<file path="src/rtl/lime_pkg.sv">
// lime_pkg -- constants and types that the lime control FSM and its
// wait timer share.
//   state_e   : FSM state encoding, which also appears on state_o
//   cause_e   : trap cause codes that appear on trap_cause
//   OP_*/FN_* : opcode and funct values that the decoder recognises
//   ALU_*     : fixed ALUOp values for states that do not pass funct
//   decode_instr() : maps the opcode/funct pair to the state that
//                    follows DECODE, plus the trap cause if it is a trap
package lime_pkg;

  typedef enum logic [3:0] {
    S_FETCH     = 4'd0,
    S_DECODE    = 4'd1,
    S_RTYPE     = 4'd2,
    S_RITYPE    = 4'd3,
    S_LUI       = 4'd4,
    S_RTYPE_END = 4'd5,
    S_LW1       = 4'd6,
    S_LW2       = 4'd7,
    S_SW        = 4'd8,
    S_JALR      = 4'd9,
    S_BRANCH    = 4'd10,
    S_BRANCH2   = 4'd11,
    S_JAL       = 4'd12,
    S_TRAP      = 4'd13
  } state_e;

  typedef enum logic [1:0] {
    CAUSE_NONE    = 2'b00,
    CAUSE_OPCODE  = 2'b01,
    CAUSE_FUNCT   = 2'b10,
    CAUSE_TIMEOUT = 2'b11
  } cause_e;

  localparam logic [2:0] OP_RTYPE = 3'b000;
  localparam logic [2:0] OP_RIMM  = 3'b001;
  localparam logic [2:0] OP_MEM   = 3'b010;
  localparam logic [2:0] OP_LUI   = 3'b011;
  localparam logic [2:0] OP_JAL   = 3'b100;

  localparam logic [3:0] FN_RTYPE_MAX = 4'b1000;
  localparam logic [3:0] FN_LW        = 4'b1001;
  localparam logic [3:0] FN_SW        = 4'b1010;
  localparam logic [3:0] FN_JALR      = 4'b1011;

  localparam logic [3:0] ALU_ADD   = 4'b0000;
  localparam logic [3:0] ALU_SUB   = 4'b0001;
  localparam logic [3:0] ALU_LINK  = 4'b0111;
  localparam logic [3:0] ALU_CMP   = 4'b1001;
  localparam logic [3:0] ALU_PASSB = 4'b1010;

  typedef struct packed {
    state_e nxt;
    cause_e cause;
  } decode_t;

  function automatic decode_t decode_instr(input logic [2:0] opcode,
                                           input logic [3:0] funct);
    decode_t d;
    d.nxt   = S_TRAP;
    d.cause = CAUSE_OPCODE;
    case (opcode)
      OP_RTYPE: begin
        if (funct <= FN_RTYPE_MAX) begin
          d.nxt   = S_RTYPE;
          d.cause = CAUSE_NONE;
        end else begin
          d.cause = CAUSE_FUNCT;
        end
      end
      OP_RIMM: begin
        d.cause = CAUSE_NONE;
        if (funct == FN_JALR)          d.nxt = S_JALR;
        else if (funct[3:2] == 2'b11)  d.nxt = S_BRANCH;
        else                           d.nxt = S_RITYPE;
      end
      OP_MEM: begin
        d.nxt   = S_RITYPE;
        d.cause = CAUSE_NONE;
      end
      OP_LUI: begin
        d.nxt   = S_LUI;
        d.cause = CAUSE_NONE;
      end
      OP_JAL: begin
        d.nxt   = S_JAL;
        d.cause = CAUSE_NONE;
      end
      default: ;
    endcase
    return d;
  endfunction

endpackage

</file>
<file path="src/rtl/lime_wait_timer.sv">
// lime_wait_timer -- counts the cycles a memory access has been waiting
// for mem_ready, and flags when the access has run out of time.
//   CLK, Reset : clock, asynchronous active-high reset
//   clear      : zero the counter (takes priority over counting)
//   count      : a memory access is in progress this cycle
//   ready      : memory acknowledge
//   expired    : this cycle is the MEM_TIMEOUT-th consecutive cycle
//                without ready; combinational, never set when ready=1
module lime_wait_timer #(
  parameter int MEM_TIMEOUT = 16,
  parameter int TMO_W       = 5
) (
  input  logic CLK,
  input  logic Reset,
  input  logic clear,
  input  logic count,
  input  logic ready,
  output logic expired
);

  logic [TMO_W-1:0] cnt_q, cnt_d;

  // The counter saturates so that it cannot wrap into a false expiry
  // when the timeout is disabled.
  always_comb begin
    cnt_d = cnt_q;
    if (clear) begin
      cnt_d = '0;
    end else if (count && !ready && (cnt_q != '1)) begin
      cnt_d = cnt_q + 1'b1;
    end
  end

  always_ff @(posedge CLK or posedge Reset) begin
    if (Reset) cnt_q <= '0;
    else       cnt_q <= cnt_d;
  end

  // The access expires on the cycle in which the counter would reach
  // MEM_TIMEOUT. The access then occupies exactly MEM_TIMEOUT cycles.
  generate
    if (MEM_TIMEOUT == 0) begin : g_no_timeout
      assign expired = 1'b0;
    end else begin : g_timeout
      assign expired = count && !ready && (cnt_q == TMO_W'(MEM_TIMEOUT - 1));
    end
  endgenerate

endmodule

</file>
<file path="src/rtl/lime_ctrl_fsm.sv">
// lime_ctrl_fsm -- multicycle control FSM for the lime core.
//   CLK, Reset            : clock, asynchronous active-high reset
//   run                   : allows a new instruction fetch
//   funct, opcode         : fields of the instruction register
//   mem_ready             : acknowledge for the current MemR/MemW
//   IoD..branchType,ALUOp : datapath controls, decoded from the state
//                           (IRWrite, PCWrite and retire are also gated
//                           by mem_ready where the state waits on memory)
//   retire                : last cycle of a completed instruction
//   trap, trap_cause      : sticky fault flag and its latched cause
//   state_o               : current state, for debug
module lime_ctrl_fsm
  import lime_pkg::*;
#(
  parameter int MEM_TIMEOUT = 16,
  parameter int TMO_W       = 5,
  parameter int ALUOP_W     = 4
) (
  input  logic               CLK,
  input  logic               Reset,
  input  logic               run,
  input  logic [3:0]         funct,
  input  logic [2:0]         opcode,
  input  logic               mem_ready,
  output logic               IoD,
  output logic               IRWrite,
  output logic               Mem2Reg,
  output logic               MemR,
  output logic               MemW,
  output logic               PCWrite,
  output logic               RegWrite,
  output logic               branch,
  output logic [1:0]         PCSrc,
  output logic [1:0]         ALUSrcA,
  output logic [1:0]         ALUSrcB,
  output logic [1:0]         branchType,
  output logic [ALUOP_W-1:0] ALUOp,
  output logic               retire,
  output logic               trap,
  output logic [1:0]         trap_cause,
  output logic [3:0]         state_o
);

  state_e  state_q, state_d;
  cause_e  cause_q, cause_d;
  decode_t dec;
  logic    tmr_clear, tmr_count, tmr_expired;

  assign dec = decode_instr(opcode, funct);

  // Only a fetch with run=1, a load or a store is waiting on memory.
  assign tmr_count = ((state_q == S_FETCH) && run) || (state_q == S_LW1) ||
                     (state_q == S_SW);
  // Clearing on every state change gives a zero count on entry to each
  // waiting state. An idle FETCH also clears, so that a fetch measures its
  // wait from the cycle in which run rises.
  assign tmr_clear = (state_d != state_q) || ((state_q == S_FETCH) && !run);

  lime_wait_timer #(
    .MEM_TIMEOUT(MEM_TIMEOUT),
    .TMO_W      (TMO_W)
  ) u_wait_timer (
    .CLK    (CLK),
    .Reset  (Reset),
    .clear  (tmr_clear),
    .count  (tmr_count),
    .ready  (mem_ready),
    .expired(tmr_expired)
  );

  always_ff @(posedge CLK or posedge Reset) begin
    if (Reset) begin
      state_q <= S_FETCH;
      cause_q <= CAUSE_NONE;
    end else begin
      state_q <= state_d;
      cause_q <= cause_d;
    end
  end

  always_comb begin
    state_d    = state_q;
    cause_d    = cause_q;
    IoD        = 1'b0;
    IRWrite    = 1'b0;
    Mem2Reg    = 1'b0;
    MemR       = 1'b0;
    MemW       = 1'b0;
    PCWrite    = 1'b0;
    RegWrite   = 1'b0;
    branch     = 1'b0;
    PCSrc      = 2'd0;
    ALUSrcA    = 2'd0;
    ALUSrcB    = 2'd0;
    branchType = 2'd0;
    ALUOp      = '1;
    retire     = 1'b0;

    case (state_q)
      S_FETCH: begin
        // ALUOp stays at add even while idle, so an idle FETCH (and
        // therefore reset) drives every output to zero.
        ALUOp = ALUOP_W'(ALU_ADD);
        if (run) begin
          MemR    = 1'b1;
          ALUSrcB = 2'd1;
          if (mem_ready) begin
            IRWrite = 1'b1;
            PCWrite = 1'b1;
            state_d = S_DECODE;
          end else if (tmr_expired) begin
            state_d = S_TRAP;
            cause_d = CAUSE_TIMEOUT;
          end
        end
      end
      S_DECODE: begin
        state_d = dec.nxt;
        if (dec.nxt == S_TRAP) cause_d = dec.cause;
      end
      S_RTYPE: begin
        ALUOp   = ALUOP_W'(funct);
        ALUSrcA = 2'd2;
        state_d = S_RTYPE_END;
      end
      S_RITYPE: begin
        // Load and store funct codes reuse the ALU for an address add.
        ALUOp   = ((funct == FN_LW) || (funct == FN_SW)) ? ALUOP_W'(ALU_ADD)
                                                         : ALUOP_W'(funct);
        ALUSrcA = 2'd2;
        ALUSrcB = 2'd2;
        if (funct == FN_LW)      state_d = S_LW1;
        else if (funct == FN_SW) state_d = S_SW;
        else                     state_d = S_RTYPE_END;
      end
      S_LUI: begin
        ALUOp   = ALUOP_W'(ALU_PASSB);
        ALUSrcB = 2'd3;
        state_d = S_RTYPE_END;
      end
      S_RTYPE_END: begin
        RegWrite = 1'b1;
        retire   = 1'b1;
        state_d  = S_FETCH;
      end
      S_LW1: begin
        IoD  = 1'b1;
        MemR = 1'b1;
        if (mem_ready) begin
          state_d = S_LW2;
        end else if (tmr_expired) begin
          state_d = S_TRAP;
          cause_d = CAUSE_TIMEOUT;
        end
      end
      S_LW2: begin
        Mem2Reg  = 1'b1;
        RegWrite = 1'b1;
        retire   = 1'b1;
        state_d  = S_FETCH;
      end
      S_SW: begin
        IoD  = 1'b1;
        MemW = 1'b1;
        if (mem_ready) begin
          retire  = 1'b1;
          state_d = S_FETCH;
        end else if (tmr_expired) begin
          state_d = S_TRAP;
          cause_d = CAUSE_TIMEOUT;
        end
      end
      S_JALR: begin
        ALUOp    = ALUOP_W'(ALU_LINK);
        ALUSrcA  = 2'd3;
        ALUSrcB  = 2'd1;
        RegWrite = 1'b1;
        PCWrite  = 1'b1;
        PCSrc    = 2'd1;
        retire   = 1'b1;
        state_d  = S_FETCH;
      end
      S_BRANCH: begin
        ALUOp      = ALUOP_W'(ALU_CMP);
        ALUSrcB    = 2'd2;
        branch     = 1'b1;
        branchType = funct[1:0];
        state_d    = S_BRANCH2;
      end
      S_BRANCH2: begin
        ALUOp      = ALUOP_W'(ALU_SUB);
        ALUSrcA    = 2'd2;
        branch     = 1'b1;
        branchType = funct[1:0];
        PCSrc      = 2'd1;
        PCWrite    = 1'b1;
        retire     = 1'b1;
        state_d    = S_FETCH;
      end
      S_JAL: begin
        ALUOp    = ALUOP_W'(ALU_LINK);
        ALUSrcA  = 2'd3;
        ALUSrcB  = 2'd1;
        RegWrite = 1'b1;
        PCWrite  = 1'b1;
        PCSrc    = 2'd2;
        retire   = 1'b1;
        state_d  = S_FETCH;
      end
      S_TRAP: ;  // held with every strobe low until Reset
      default: state_d = S_FETCH;
    endcase
  end

  assign trap       = (state_q == S_TRAP);
  assign trap_cause = cause_q;
  assign state_o    = state_q;

endmodule

</file>
<file path="config.mk">
export PLATFORM = sky130hd
export DESIGN_NAME = lime_ctrl_fsm
export DESIGN_NICKNAME = d
export VERILOG_FILES = /design/src/rtl/lime_pkg.sv /design/src/rtl/lime_wait_timer.sv /design/src/rtl/lime_ctrl_fsm.sv
export SDC_FILE = /design/constraint.sdc
export NUM_CORES = 1
export LEC_CHECK = 0
export BUFFER_PORTS_ARGS = -buffer_cell sky130_fd_sc_hd__buf_4
export CAP_MARGIN = 10
export CORE_AREA = 2 2 46 69
export DETAILED_ROUTE_END_ITERATION = 10
export DIE_AREA = 0 0 48 71
export GPL_ROUTABILITY_DRIVEN = 0
export GPL_TIMING_DRIVEN = 1
export PLACE_DENSITY = 0.77
export SLEW_MARGIN = 15
export SYNTH_ARGS = -nofsm -noshare
export SYNTH_HDL_FRONTEND = slang
export SYNTH_SLANG_ARGS = --single-unit
export TNS_END_PERCENT = 20
</file>
<file path="constraint.sdc">
create_clock -name CLK -period 2.6 [get_ports CLK]
set_input_delay 0.26 -clock CLK [delete_from_list [all_inputs] [get_ports CLK]]
set_output_delay 0.26 -clock CLK [all_outputs]
set_load 0.01 [all_outputs]
</file>
Word-level counts from Yosys, hierarchy flattened
Cells that the tools add are included.
{ "totals": {"reg_bits": 11, "in_bits": 11, "wordCells": 97} }
{ "classes": {"addsub": 1, "magnitude_cmp": 1, "n_eq_ne": 27, "muxes": 39, "reduce_logical": 26} }
{ "op_table": {"columns": ["op", "count"], "rows": [
  ["2-to-1 mux 4 bit", 11],
  ["== test 4 bit (second input constant)", 10],
  ["one-hot mux 4 bit (8 select lines)", 1],
  ["one-hot mux 6 bit (5 select lines)", 1],
  ["one-hot mux 4 bit (7 select lines)", 1],
  ["== test 4 x 3 -> 1 bit (second input constant)", 4],
  ["2-to-1 mux 2 bit", 6],
  ["OR reduction 2 bit", 6],
  ["2-to-1 mux 1 bit", 10],
  ["2-to-1 mux 5 bit", 2],
  ["== test 4 x 2 -> 1 bit (second input constant)", 2],
  ["one-hot mux 2 bit (2 select lines)", 2],
  ["one-hot mux 2 bit (4 select lines)", 1],
  ["== test 3 x 2 -> 1 bit (second input constant)", 2],
  ["one-hot mux 1 bit (2 select lines)", 3],
  ["one-hot mux 2 bit (3 select lines)", 1],
  ["OR reduction 3 bit", 2],
  ["adder 5 x 1 -> 5 bit (second input constant)", 1],
  ["== test 5 x 4 -> 1 bit (second input constant)", 1],
  ["logical AND 1 bit", 5],
  ["inequality test 5 bit (second input constant)", 1],
  ["OR reduction 5 bit", 1],
  ["== test 4 x 1 -> 1 bit (second input constant)", 1],
  ["less-or-equal comparator 4 bit (second input constant)", 1],
  ["13 further kinds", 18]
]} }

Logic depth before layout (Yosys ltp)
Gate-level depths: netlist (run 1).
{ "depth": {"ltp_word": 13, "depth_mapped": 9, "ltp_nobuf": 9} }

Hierarchy
Synthesis (run 1) repeated with hierarchy kept, for this count alone.
{ "unflattened": {"hier_cells": 178, "area_unflattened_um2": 1332.5} }
{ "modules_own_cells": {"columns": ["module", "instances", "cells_per_inst", "area_each_um2", "seq_area_each_um2"], "rows": [
  ["lime_ctrl_fsm", 1, 152, 1037.2, 150.1],
  ["lime_wait_timer", 1, 26, 295.3, 125.1]
]} }

Least setup slack after synthesis (run 1)
No wires, ideal clock.
{ "synth_path": {"path_kind": "register to register", "startpoint": "register u_wait_timer.cnt_q[0]", "endpoint": "register u_wait_timer.cnt_q[4]", "setup_ns": 0.107, "t_arrival_ns": 1.953, "required_time_ns": 2.493, "slack_ns": 0.540, "stages_incl_launch_ff": 10, "path_buffers": 0, "period_less_slack_ns": 2.060, "cell_sequence": "dfrtp_1 ha_1 and3_1 ha_1 nand2b_1 a21boi_0 o32a_2 a21oi_1 nand2_2 a2111oi_4"} }
{ "synth_via": {"elab_chain_len": 9} }
{ "synth_lines": {"columns": ["element", "line", "source"], "rows": [
  ["start, declared", "lime_wait_timer.sv:21", "logic [TMO_W-1:0] cnt_q, cnt_d;"],
  ["start signal, assigned", "lime_wait_timer.sv:36", "else cnt_q <= cnt_d;"],
  ["== test 5 x 4 -> 1 bit", "lime_wait_timer.sv:45", "assign expired = count && !ready && (cnt_q == TMO_W'(MEM_TIMEOUT - 1));"],
  ["logical AND 1 bit", "lime_wait_timer.sv:45", null],
  ["2-to-1 mux 4 bit", "lime_ctrl_fsm.sv:111, lime_ctrl_fsm.sv:151, lime_ctrl_fsm.sv:168", null],
  ["2-to-1 mux 4 bit", "lime_ctrl_fsm.sv:107", "if (mem_ready) begin"],
  ["2-to-1 mux 4 bit", "lime_ctrl_fsm.sv:104", "if (run) begin"],
  ["one-hot mux 4 bit (8 select lines)", "lime_ctrl_fsm.sv:99", "case (state_q)"],
  ["inequality test 4 bit", "lime_ctrl_fsm.sv:57", "assign tmr_clear = (state_d != state_q) || ((state_q == S_FETCH) && !run);"],
  ["logical OR 1 bit", "lime_ctrl_fsm.sv:57", null],
  ["2-to-1 mux 5 bit / nonzero test 2 bit (equally long branches)", null, null]
]} }
Parallel ways exist; a longest one is shown, timed or not. The select of a mux whose other input is x is not followed.
A chain may end at the register's enable or synchronous reset.

Final worst setup path (run 1)
Ends and elaborated chain as after synthesis.

==> results of run 1 <==
cells in the final DEF (no fill, tap or decap), types with 3 or more instances in the layout:
cell | netlist | layout
sky130_fd_sc_hd__o21ai_0 | 9 | 9
sky130_fd_sc_hd__buf_4 | 2 | 45
sky130_fd_sc_hd__nor2_1 | 17 | 17
sky130_fd_sc_hd__ha_1 | 3 | 3
sky130_fd_sc_hd__nand2_1 | 17 | 17
sky130_fd_sc_hd__o211ai_1 | 4 | 4
sky130_fd_sc_hd__nand2b_1 | 9 | 9
sky130_fd_sc_hd__a31oi_1 | 3 | 3
sky130_fd_sc_hd__dfrtp_1 | 11 | 11
sky130_fd_sc_hd__nor3_1 | 9 | 9
sky130_fd_sc_hd__xnor2_1 | 3 | 3
sky130_fd_sc_hd__a21o_1 | 4 | 4
sky130_fd_sc_hd__a21oi_1 | 11 | 11
sky130_fd_sc_hd__and3_1 | 4 | 4
sky130_fd_sc_hd__nor2b_1 | 8 | 8
sky130_fd_sc_hd__inv_1 | 7 | 7
sky130_fd_sc_hd__nand3b_1 | 4 | 4
sky130_fd_sc_hd__clkbuf_8 | 0 | 3
power breakdown:
part	leakage, uW	internal, uW	switching [uW]
clock network	0.0000228	107	62.9
logic	0.000606	593	681
registers	0.000140	211	115
sequential cells by signal (all words and copies together) (netlist names):
register / flops
trap_cause: 2
state_o: 4
u_wait_timer.cnt_q: 5
layer usage:
layer | global-route usage (%) | vias up | wire length [um] | share of wire, %
li1 | - | 743 | - | -
met1 | 28.7 | 689 | 1510 | 41
met4 | 9.31 | 0 | 71 | 1.9
met2 | 40.4 | 45 | 1970 | 54
met3 | 2.04 | 7 | 122 | 3.3
met5 | 0 | - | 0 | 0
worst register-to-register path, delay by kind of cell (launching register included):
family | cells | cell delay (ns)
fa+ha+maj | 2 | 0.47
flops | 1 | 0.40
simple gates | 3 | 0.45
compound gates | 4 | 0.82
final cells by class:
class / instances / area (sq um) / share of cell area (%)
Timing Repair Buffer: 45 / 338 / 19.4
Tap cell: 39 / 48.8 / 2.80
Inverter: 7 / 26.3 / 1.51
Sequential cell: 11 / 275 / 15.8
Multi-Input combinational cell: 153 / 1010 / 58.0
Clock buffer: 4 / 45.0 / 2.58
worst max path at each step:
stage / depth (start not counted) / endpoint / slack, ns
2_1_floorplan: 9 / u_wait_timer.cnt_q[4] / 0.54
3_3_place_gp: 9 / u_wait_timer.cnt_q[4] / 0.45
3_5_place_dp: 9 / u_wait_timer.cnt_q[4] / 0.36
4_1_cts: 9 / u_wait_timer.cnt_q[4] / 0.34
5_1_grt: 9 / u_wait_timer.cnt_q[4] / 0.18
6_report: 9 / u_wait_timer.cnt_q[4] / 0.34
stage by stage:
step	power (uW)	utilization, %	hold WS [ns]
after detailed placement	1600	59.6	0.275
after CTS	1780	61.2	0.0159
after floorplan	1190	-	0.112
final	1770	61.2	0.00801
after global routing	1930	61.2	0.0491
after global placement	1590	59.6	0.273
cells by family (layout without fill, tap and decap cells):
group / Yosys count / after routing / share of synthesized area, %
multiplexers: 1 / 1 / 0.711
flip-flops: 11 / 11 / 19.5
AND/OR/NAND/NOR: 86 / 86 / 34.6
AO/OA/AOI/OAI: 58 / 58 / 30.7
buffers and inverters: 22 / 56 / 8.61
XOR/XNOR: 5 / 5 / 3.11
adder cells (fa/ha/maj): 3 / 3 / 2.66
==> out/qor.csv, run 1 <==
stage,metric,value,unit
critical_path,Crit path top cell by count,sky130_fd_sc_hd__ha_1,
global_routing,Global Route Usage Sum,23.6,%
critical_path,type of element capturing the critical path,register,
critical_path,"Req. time, crit path",2.73,ns
critical_path,master of the slowest instance on the critical path,sky130_fd_sc_hd__dfrtp_1,
critical_path,terminus of the critical flop-to-flop path,u_wait_timer.cnt_q[4],
die,height of the die,71,um
synthesis,cell type with the highest aggregate area in the netlist,sky130_fd_sc_hd__dfrtp_1,
pwr,power density normalized to cell area,1010,mW/mm^2
cells_and_area,final standard cell area without fillers,0.00175,sq mm
placement,HPWL after DPL,2930,um
placement,number of cells in the design after placement,255,
detailed_routing,wire length after detailed routing,3680,um
critical_path,Buf/Inv on CP,0,
timing,number of max-slew violations in the final report,0,
detailed_routing,Post-route DRC,0,
die,number of cell rows,24,
critical_path,"Arr. time, crit path",2.39,ns
global_routing,number of antenna violations at the first check in global routing,0,
clock_network,# resized after CTS,0,
timing,Total Neg Setup Slack,0,ns
critical_path,startpoint type of the worst setup path,register,
synthesis,area fraction of the dominant cell type after synthesis,19.5,%
timing,shortest period the worst path allows,2.26,ns
hold_path,worst min-delay path class,in2async,
clock_network,CTS Buffer Depth,2,
placement,post-detailed-placement cell area,0.00170,sq mm
global_routing,total global routing overflow,0,
synthesis,warning count from the yosys run,0,
detailed_routing,number of DRC violations after detailed-routing iteration 0,34,
die,# IOs,39,
critical_path,worst setup path startpoint,u_wait_timer.cnt_q[0],
critical_path,Crit Path Class,reg2reg,
critical_path,CP Cell Sequence,ha_1 > and3_1 > ha_1 > nand2b_1 > a21boi_0 > o32a_2 > a21oi_1 > nand2_2 > a2111oi_4,
global_routing,largest net degree at the start of global routing,22,
timing,Fin Clk Skew,0.000498,ns
timing,min setup slack post-route,0.343,ns
synthesis,number of distinct library cells after synthesis,59,
cells_and_area,Filler Cell Count,264,
timing,actual transition at the worst max-transition pin,0.572,ns
clock_network,Num Clock Sinks,11,
timing,Slew HR,61.9,%
synthesis,primary flip-flop cell chosen by synthesis mapping,sky130_fd_sc_hd__dfrtp_1,
timing,unrepaired setup endpoints after global routing,false,
cells_and_area,signed area change from the synthesized netlist to the final layout,23.9,%
clock_network,clock tree from TritonCTS,done,
critical_path,origin of the critical flop-to-flop path,u_wait_timer.cnt_q[0],
clock_network,TritonCTS buffer count,3,
clock_network,clock transition at the register clock pins on the worst setup and hold paths after CTS,0.05,ns
pwr,Peak VDD IR,0.689,mV
global_routing,first-pass GRT wire length,5980,um
cells_and_area,post-route insts no fill,259,
detailed_routing,Routed Antenna Nets,0,
critical_path,"Max FO, Critical Path",5,
placement,number of buffers inserted by port buffering,38,
pwr,Pleak,0.000769,uW
cells_and_area,Inserted Diodes,0,
clock_network,number of setup buffers added after CTS,0,
detailed_routing,number of optimization iterations in the first detailed-route pass,4,
timing,final clock period utilization by the worst path,86.8,%
synthesis,synthesized netlist net count,200,
placement,pre-CTS worst setup slack,0.355,ns
cells_and_area,Post-layout nets,235,
synthesis,Gate Count Post-Synth,186,
clock_network,Root Driver,sky130_fd_sc_hd__clkbuf_8,
detailed_routing,number of vias in the routed layout,1484,
critical_path,setup slack on the worst flop-to-flop path,0.34,ns
clock_network,hold buffer count at CTS,0,
clock_network,maximum level of the CTS H-tree,1,
critical_path,"Largest delay share family, worst path",compound AO/OA/AOI/OAI gates,
synthesis,"top cells by area, synth","sky130_fd_sc_hd__dfrtp_1, sky130_fd_sc_hd__nand2_1, sky130_fd_sc_hd__nor2_1",
timing,max frequency,0.443,GHz
run,Maximum Capacitance Violations,0,
detailed_routing,via count normalized by instance count,5.73,
die,area of the die,0.00341,sq mm
outcome,outcome,"finished, final reports clean",
critical_path,Critical Path Max Stage Delay,0.40,ns
synthesis,number of enable flip-flop cells after synthesis,0,
die,starting density of the core,49.4,%
timing,number of hold violations in the final report,0,
die,Core ar.,0.00285,sq mm
global_routing,number of global-route vias before repair,1340,
synthesis,most instantiated cells after synthesis,"sky130_fd_sc_hd__nand2_1, sky130_fd_sc_hd__nor2_1, sky130_fd_sc_hd__a21oi_1, sky130_fd_sc_hd__dfrtp_1",
critical_path,depth of the most critical reg-to-reg path,9,
detailed_routing,final routed wire length divided by cell count,14.2,um
die,die outline width,48,um
synthesis,asr flop ratio synth,100,%
cells_and_area,share of post-route cells with drive strength above 1,27.3,%
timing,setup violation total in the final timing report,0,
synthesis,register bit total from synthesis,11,
synthesis,share of the yosys chip area belonging to registers,19.5,%
synthesis,Post-Syn Area,0.00141,sq mm
synthesis,per-instance average area after synthesis,7.57,sq um
clock_network,clock latency at the later pin of the worst-skew pair,0.24,ns
Note: power is estimated with default switching activity, not from simulation.
==> run 2: changes to the inputs <==
- ABC_CLOCK_PERIOD_IN_PS: default -> 2600
- SETUP_SLACK_MARGIN: default -> 0.5
==> out/qor.csv, run 2 (synthesis gave the netlist of run 1 again) <==
stage,metric,value,unit,change
pwr,power density normalized to cell area,1020,mW/mm^2,was 1010 mW/mm^2
pwr,Peak VDD IR,0.699,mV,was 0.689 mV
cells_and_area,register bank with the most flops,u_wait_timer.cnt_q,,unchanged
hold_path,worst min-delay path class,in2async,,unchanged
clock_network,TritonCTS buffer count,3,,unchanged
pwr,Pleak,0.000807,uW,was 0.000769 uW
critical_path,startpoint type of the worst setup path,register,,unchanged
critical_path,Crit Path Class,reg2reg,,unchanged
global_routing,total global routing overflow,0,,unchanged
timing,shortest period the worst path allows,2.13,ns,was 2.26 ns
cells_and_area,Largest register FFs,5,,unchanged
timing,max frequency,0.469,GHz,was 0.443 GHz
critical_path,terminus of the critical flop-to-flop path,u_wait_timer.cnt_q[4],,unchanged
timing,Total Neg Setup Slack,0,ns,unchanged
cells_and_area,Inserted Diodes,0,,unchanged
critical_path,total stage count of the critical path,7,,was 9
placement,pre-CTS worst setup slack,0.355,ns,unchanged
die,height of the die,71,um,unchanged
critical_path,"Arr. time, crit path",2.26,ns,was 2.39 ns
cells_and_area,share of post-route cells with drive strength above 1,34.2,%,was 27.3%
detailed_routing,via count normalized by instance count,5.80,,was 5.73
clock_network,Root Driver,sky130_fd_sc_hd__clkbuf_8,,unchanged
cells_and_area,most common library cell in the layout ignoring fill and taps,sky130_fd_sc_hd__buf_4,,unchanged
global_routing,largest net degree at the start of global routing,22,,unchanged
die,# IOs,39,,unchanged
detailed_routing,Top Layer Used,met4,,unchanged
critical_path,CP Cell Sequence,buf_4 > xnor2_1 > and2_1 > a31o_1 > nor4_2 > o221ai_2 > a2111oi_4,,was ha_1 > and3_1 > ha_1 > nand2b_1 > a21boi_0 > o32a_2 > a21oi_1 > nand2_2 > a2111oi_4
detailed_routing,number of optimization iterations in the first detailed-route pass,4,,unchanged
cells_and_area,Post-layout nets,243,,was 235
placement,HPWL after DPL,2930,um,unchanged
critical_path,Buf/Inv on CP,1,,was 0
critical_path,endpoint of the worst setup timing path,u_wait_timer.cnt_q[4],,unchanged
critical_path,origin of the critical flop-to-flop path,state_o[3],,was u_wait_timer.cnt_q[0]
clock_network,clock latency at the later pin of the worst-skew pair,0.24,ns,about the same
critical_path,type of element capturing the critical path,register,,unchanged
die,area of the die,0.00341,sq mm,unchanged
die,starting density of the core,49.4,%,unchanged
critical_path,"Max FO, Critical Path",9,,was 5
outcome,outcome,"finished, final reports clean",,unchanged
critical_path,"Largest delay share family, worst path",compound AO/OA/AOI/OAI gates,,unchanged
timing,min setup slack post-route,0.469,ns,was 0.343 ns
die,Core ar.,0.00285,sq mm,unchanged
cells_and_area,final standard cell area without fillers,0.00185,sq mm,was 0.00175 sq mm
cells_and_area,total area of sequential cells,279,sq um,was 275 sq um
critical_path,Critical Path Max Stage Delay,0.46,ns,was 0.40 ns
cells_and_area,Layout Utilization,64.8,%,was 61.2%
clock_network,clock transition at the register clock pins on the worst setup and hold paths after CTS,0.05,ns,about the same
clock_network,Num Clock Sinks,11,,unchanged
critical_path,worst setup path startpoint,state_o[3],,was u_wait_timer.cnt_q[0]
critical_path,depth of the most critical reg-to-reg path,7,,was 9
critical_path,master of the slowest instance on the critical path,sky130_fd_sc_hd__dfrtp_2,,was sky130_fd_sc_hd__dfrtp_1
detailed_routing,met3 WL,123,um,was 122 um
detailed_routing,wire length on met1,1630,um,was 1510 um
timing,setup violation total in the final timing report,0,,unchanged
timing,Slew HR,66.9,%,was 61.9%
placement,number of buffers inserted by port buffering,38,,unchanged
clock_network,CTS Buffer Depth,2,,unchanged
placement,post-detailed-placement cell area,0.00170,sq mm,unchanged
cells_and_area,signed area change from the synthesized netlist to the final layout,31.2,%,was 23.9%
detailed_routing,routed length on met2,2110,um,was 1970 um
run,Maximum Capacitance Violations,0,,unchanged
cells_and_area,Filler Cell Count,257,,was 264
timing,Fin Clk Skew,0.000645,ns,was 0.000498 ns
die,number of cell rows,24,,unchanged
global_routing,Global Route Usage Sum,23.8,%,was 23.6%
detailed_routing,number of DRC violations after detailed-routing iteration 0,30,,was 34
global_routing,number of global-route vias before repair,1344,,was 1340
timing,number of hold violations in the final report,0,,unchanged
detailed_routing,Routed Antenna Nets,0,,unchanged
cells_and_area,"commonest cells after routing, fill and taps aside","sky130_fd_sc_hd__buf_4, sky130_fd_sc_hd__nand2_1, sky130_fd_sc_hd__nor2_1, sky130_fd_sc_hd__a21oi_1",,"was sky130_fd_sc_hd__buf_4, sky130_fd_sc_hd__nor2_1, sky130_fd_sc_hd__nand2_1, sky130_fd_sc_hd__a21oi_1, sky130_fd_sc_hd__dfrtp_1"
clock_network,maximum level of the CTS H-tree,1,,unchanged
detailed_routing,number of vias in the routed layout,1549,,was 1484
die,die outline width,48,um,unchanged
cells_and_area,area used by multi-input combinational logic,0.00105,sq mm,was 0.00101 sq mm
critical_path,"Req. time, crit path",2.73,ns,about the same
timing,number of max-slew violations in the final report,0,,unchanged
timing,actual transition at the worst max-transition pin,0.492,ns,was 0.572 ns
detailed_routing,wire length after detailed routing,3940,um,was 3680 um
timing,unrepaired setup endpoints after global routing,true,,was false
global_routing,number of antenna violations at the first check in global routing,0,,unchanged
detailed_routing,final routed wire length divided by cell count,14.7,um,was 14.2 um
clock_network,clock tree from TritonCTS,done,,unchanged
timing,final clock period utilization by the worst path,81.9,%,was 86.8%
detailed_routing,Post-route DRC,0,,unchanged
global_routing,first-pass GRT wire length,6020,um,was 5980 um
critical_path,setup slack on the worst flop-to-flop path,0.47,ns,was 0.34 ns
==> run 2: changes by cell type in the layout (fill, tap and decap cells not counted), sizes merged <==
cell	delta
clkbuf	+1
buf	+7
==> run 2: where the power goes <==
| group | leakage [uW] | switching (uW) | internal [uW] |
|---|---|---|---|
| logic | 0.000648 | 748 | 657 |
| clock network | 0.0000228 | 64.0 | 108 |
| registers | 0.000136 | 95.3 | 216 |
==> run 2: cell type report <==
cell class | instances | share of cell area, %
multi-input cells | 153 | 56.9
inverters | 7 | 1.42
flip-flops and latches | 11 | 15.1
clock buffers | 4 | 2.44
repair buffers | 53 | 21.5
well taps | 39 | 2.64
==> run 2: worst min path at each step <==
stage / from / endpoint / slack (ns) / cells after the start
2_1_floorplan: Reset / state_o[0] / 0.11 / 1
6_report: Reset / trap_cause[0] / 0.01 / 2
5_1_grt: Reset / trap_cause[0] / 0.05 / 2
3_5_place_dp: Reset / trap_cause[0] / 0.27 / 2
4_1_cts: Reset / trap_cause[0] / 0.02 / 2
3_3_place_gp: Reset / trap_cause[1] / 0.27 / 2
==> run 2: per-stage QoR <==
step / instances / hold slack [ns] / power, uW
6_report: 267 / 0.0100 / 1890
5_1_grt: 267 / 0.0487 / 2030
4_1_cts: 259 / 0.0159 / 1790
3_5_place_dp: 255 / 0.275 / 1600
3_3_place_gp: 255 / 0.273 / 1590
2_1_floorplan: 186 / 0.112 / 1190
==> run 2: per-layer routing <==
| metal | vias up | global-route usage, % |
|---|---|---|
| li1 | 760 | - |
| met1 | 739 | 28.7 |
| met2 | 43 | 41.0 |
| met3 | 7 | 2.04 |
| met4 | 0 | 9.31 |
| met5 | - | 0 |
==> run 2: timing repair <==
action / CTS / global route
resized for setup: 3 / 8
endpoints found under the hold margin: 0 / 0
setup endpoints to repair: 6 / 11
hold buffers: 0 / 0
buffers inserted: 0 / 8
pin swaps: 1 / 4
